File: config.mk
export PLATFORM = sky130hd
export DESIGN_NAME = tff_count_ctrl
export DESIGN_NICKNAME = d
export VERILOG_FILES = /design/src/rtl/tff_count_ctrl_pkg.sv /design/src/rtl/tff_count_ctrl_tff_bank.sv /design/src/rtl/tff_count_ctrl.sv
export SDC_FILE = /design/constraint.sdc
export NUM_CORES = 1
export LEC_CHECK = 0
export ABC_AREA = 1
export CAP_MARGIN = 5
export CORE_UTILIZATION = 58
export CTS_BUF_LIST = sky130_fd_sc_hd__clkbuf_2 sky130_fd_sc_hd__clkbuf_4 sky130_fd_sc_hd__clkbuf_8
export DETAILED_ROUTE_END_ITERATION = 10
export GPL_ROUTABILITY_DRIVEN = 0
export HOLD_SLACK_MARGIN = 0.1
export MAX_ROUTING_LAYER = met4
export PLACE_DENSITY = 0.85
export SYNTH_ARGS = -nofsm -noshare
export SYNTH_HDL_FRONTEND = slang
export SYNTH_HIERARCHICAL = 1
export SYNTH_SLANG_ARGS = --single-unit
File: constraint.sdc
create_clock -name clk -period 2.8 [get_ports clk]
set_clock_uncertainty 0.15 [all_clocks]
set_input_delay 0.56 -clock clk [delete_from_list [all_inputs] [get_ports clk]]
set_output_delay 0.56 -clock clk [all_outputs]
set_load 0.1 [all_outputs]
File: src/rtl/tff_count_ctrl_pkg.sv
// Shared definitions for the toggle-flip-flop counter controller:
// FSM state encoding and the supported counter width range.
package tff_count_ctrl_pkg;

  typedef enum logic [1:0] {
    ST_IDLE = 2'd0,
    ST_RUN  = 2'd1,
    ST_DONE = 2'd2
  } state_t;

  localparam int unsigned WIDTH_MIN = 2;
  localparam int unsigned WIDTH_MAX = 16;

endpackage

File: src/rtl/tff_count_ctrl_tff_bank.sv
// Bank of WIDTH toggle flip-flops. Each bit inverts on an edge where its T is 1;
// this is the only storage of the counter value.
module tff_bank #(
  parameter int unsigned WIDTH = 8
) (
  input  logic             clk,
  input  logic             rst_n,
  input  logic [WIDTH-1:0] t,
  output logic [WIDTH-1:0] q
);

  always_ff @(posedge clk or negedge rst_n) begin
    if (!rst_n) begin
      q <= '0;
    end else begin
      q <= q ^ t;
    end
  end

endmodule

File: src/rtl/tff_count_ctrl.sv
// Controller for a T-flip-flop up/down counter: start/stop/done handshake,
// launch-time capture of the run settings, and every per-bit toggle decision.
//
// state   | meaning
// IDLE    | counter holds, waiting for start
// RUN     | counting toward term_cap (reloads or finishes on match)
// DONE    | one-cycle completion of a one-shot run
module tff_count_ctrl
  import tff_count_ctrl_pkg::*;
#(
  parameter int unsigned WIDTH = 8
) (
  input  logic             clk,
  input  logic             rst_n,
  input  logic             start,
  input  logic             stop,
  input  logic             up,
  input  logic             reload,
  input  logic [WIDTH-1:0] load_val,
  input  logic [WIDTH-1:0] term_val,
  output logic [WIDTH-1:0] count,
  output logic             busy,
  output logic             done,
  output logic             tc
);

  if (WIDTH < WIDTH_MIN || WIDTH > WIDTH_MAX) begin : g_width_check
    $error("tff_count_ctrl: WIDTH out of supported range");
  end

  state_t           state_q;
  state_t           state_d;
  logic             up_q;
  logic             reload_q;
  logic [WIDTH-1:0] load_q;
  logic [WIDTH-1:0] term_q;
  logic             capture;
  logic             tc_d;
  logic             tc_q;
  logic [WIDTH-1:0] q;
  logic [WIDTH-1:0] t;
  logic [WIDTH-1:0] t_up;
  logic [WIDTH-1:0] t_dn;
  logic [WIDTH-1:0] lo;
  logic             match;

  tff_bank #(.WIDTH(WIDTH)) u_bank (
    .clk   (clk),
    .rst_n (rst_n),
    .t     (t),
    .q     (q)
  );

  assign match = (q == term_q);

  // Bit i toggles when all lower bits are 1 (up) or all lower bits are 0 (down).
  always_comb begin
    t_up = '0;
    t_dn = '0;
    lo   = '0;
    for (int i = 0; i < WIDTH; i++) begin
      lo      = (WIDTH'(1) << i) - WIDTH'(1);
      t_up[i] = ((q & lo) == lo);
      t_dn[i] = ((q & lo) == '0);
    end
  end

  always_comb begin
    state_d = state_q;
    t       = '0;
    capture = 1'b0;
    tc_d    = 1'b0;
    case (state_q)
      ST_IDLE: begin
        if (start) begin
          t       = q ^ load_val;
          capture = 1'b1;
          state_d = ST_RUN;
        end
      end
      ST_RUN: begin
        if (stop) begin
          state_d = ST_IDLE;
        end else if (match && reload_q) begin
          t    = q ^ load_q;
          tc_d = 1'b1;
        end else if (match) begin
          state_d = ST_DONE;
        end else begin
          t = up_q ? t_up : t_dn;
        end
      end
      ST_DONE: begin
        state_d = ST_IDLE;
      end
      default: begin
        state_d = ST_IDLE;
      end
    endcase
  end

  always_ff @(posedge clk or negedge rst_n) begin
    if (!rst_n) begin
      state_q  <= ST_IDLE;
      tc_q     <= 1'b0;
      up_q     <= 1'b0;
      reload_q <= 1'b0;
      load_q   <= '0;
      term_q   <= '0;
    end else begin
      state_q <= state_d;
      tc_q    <= tc_d;
      if (capture) begin
        up_q     <= up;
        reload_q <= reload;
        load_q   <= load_val;
        term_q   <= term_val;
      end
    end
  end

  assign count = q;
  assign busy  = (state_q == ST_RUN);
  assign done  = (state_q == ST_DONE);
  assign tc    = tc_q;

endmodule
==> flow_summary.json <==
{
  "rsz0062_at_grt": "no",
  "path_clk_slew_ns": 0.09,
  "outcome": "finished with violations",
  "grt_pass1_vias": 1496,
  "drt_iter0_markers": 77,
  "path_class": "reg -> out",
  "crit_arrival_ns": 1.24,
  "clock-sinks": 29,
  "cts_tree": "done",
  "ys_types": 22,
  "cp.buffers_inverters": 1,
  "die_w_um": 57.9,
  "power_density_nw_per_um2": 999,
  "crit_chain": "buf_4",
  "cts_buffer_depth": 2,
  "fin_nets": 323,
  "clockRootBuffer": "clkbuf_4",
  "layout_commonest_cell": "nand2_1",
  "fin_ws_ns": 0.845,
  "synth.yosys.seq_area_share_pct": 40.1,
  "track_usage_pct": 26.0,
  "yosys_warnings": 6,
  "critPathMaxFanout": 11,
  "setup_viol": 0,
  "period_share_pct": 69.8,
  "cpPeakStageDelay_ns": 0.55,
  "core_um2": 2850,
  "routed_wl_mm": 3.66,
  "die_y_um": 57.9,
  "syn_area_um2": 1810,
  "place_ws_ns": 0.603,
  "slew_viol_final": 0,
  "drive_gt1_share_pct": 10.6,
  "first_pass_iters": 7,
  "dp_hpwl_mm": 2.59,
  "io_pins": 33,
  "syn_area_per_cell_um2": 6.81,
  "dieArea_um2": 3350,
  "grt-ovfl-total": 0,
  "whs_ns": 0.353,
  "core.rowCount": 19,
  "hold_class": "reg -> reg",
  "fin_util_pct": 76.1,
  "vias": 1642,
  "synthesis.instances": 266,
  "grt_max_degree": 30,
  "relSlewSlack_pct": 72.4,
  "leakage_uw": 0.00120,
  "cts_setup_buffers": 0,
  "period_needed_ns": 1.95,
  "critical-path-top-delay-family": "flip-flops",
  "synth.net_count": 288,
  "failed_checks": "DRC",
  "routedWlPerCell_um": 11.0,
  "numPortBuffers": 32,
  "slowest_stage": "dfrtp_1",
  "required_ns": 2.09,
  "final_cell_mix": "nand2_1, inv_1, dfrtp_1, nand3_1, clkdlybuf4s50_1",
  "maxClockFrequency_mhz": 512,
  "antenna_found_initial": 0,
  "grt_pass1_wl_mm": 6.38,
  "synth-seq-cells": 29,
  "ir_drop_mv": 0.675,
  "ctsResizeCount": 0,
  "cts_buffers": 5,
  "ctsHoldBuffers": 0,
  "clock_latency_ns": 0.34,
  "setup_tns_ns": 0,
  "hold_viol_final": 0,
  "antenna_left": 0,
  "viasPerCell": 4.95,
  "areaGrowthSynthToFinish_pct": 19.9,
  "drc": 5,
  "insertedDiodeCount": 0,
  "start_kind": "flip-flop",
  "htreeDepth": 2,
  "start_util_pct": 63.5,
  "tightest_slew_ns": 0.413,
  "end_kind": "primary output",
  "maxCapViolations": 0
}
## cell type report
cell class	instances	area (um2)
Clock buffer	7	58.8
Fill cell	246	682
Inverter	47	179
Multi-Input combinational cell	184	861
Sequential cell	29	726
Tap cell	31	38.8
Timing Repair Buffer	34	308
## worst paths after layout
| check | start | to | slack (ns) | depth (start not counted) |
|---|---|---|---|---|
| worst max-delay path | u_bank/q[1] | count[1] | 0.85 | 1 |
| worst min-delay path | term_q[3] | term_q[3] | 0.35 | 2 |
| worst max register to register | u_bank/q[0] | u_bank/q[2] | 0.99 | 12 |
| worst min register to register | term_q[3] | term_q[3] | 0.35 | 2 |
| max in group asynchronous | rst_n | term_q[7] | 1.78 | 2 |
| min in group asynchronous | rst_n | u_bank/q[5] | 0.44 | 2 |
## cell usage after synthesis
library cell  instances  area, um2
nor3_1                1       5.00
inv_2                 4       15.0
dfrtp_1              29        726
o21ai_1               2       10.0
nand2_1             108        405
nand2_4               1       11.3
buf_6                 3       33.8
nor2_2                1       6.26
o21ai_0              18       90.1
xnor2_1               3       26.3
mux2i_1               1       10.0
nor2_4                2       22.5
inv_4                 1       6.26
clkbuf_1              1       3.75
nand3_1              24        120
buf_2                 2       10.0
xor2_1                8       70.1
inv_1                42        158
nand4_1               4       25.0
nor2_1                9       33.8
nand2_2               1       6.26
nor3_4                1       16.3
## layer usage
| layer | share of wire [%] | GRT usage, % | vias to the layer above |
|---|---|---|---|
| li1 | - | - | 879 |
| met1 | 48 | 32.8 | 708 |
| met2 | 45 | 40.6 | 45 |
| met3 | 4.5 | 4.24 | 10 |
| met4 | 2.5 | 13.3 | 0 |
| met5 | 0 | - | - |
## logic make-up after synthesis
| group | after synthesis | share of synthesized area, % |
|---|---|---|
| AOI/OAI and AO/OA | 20 | 5.53 |
| muxes | 1 | 0.553 |
| buffers and inverters | 53 | 12.5 |
| and+or+nand+nor | 152 | 36.0 |
| xor gates and xnor gates | 11 | 5.32 |
| DFF | 29 | 40.1 |
## through the flow
step | power [uW] | cells | instance area, um2
2_1_floorplan | 1690 | 266 | 1810
3_3_place_gp | 1870 | 325 | 2110
3_5_place_dp | 1900 | 325 | 2110
4_1_cts | 2170 | 332 | 2170
5_1_grt | 2320 | 332 | 2170
6_report | 2170 | 332 | 2170
## state kept, by name, summed over array words and instances, names as in the netlist
register / cells
state_q: 2
u_bank/q: 8
up_q: 1
term_q: 8
reload_q: 1
load_q: 8
tc: 1
## power by group
part           switching, uW  internal [uW]  total (uW)
Sequential               197            539         735
Combinational            833            326        1160
Clock                    146            128         274
No activity file was read; power rests on OpenSTA's default activity.
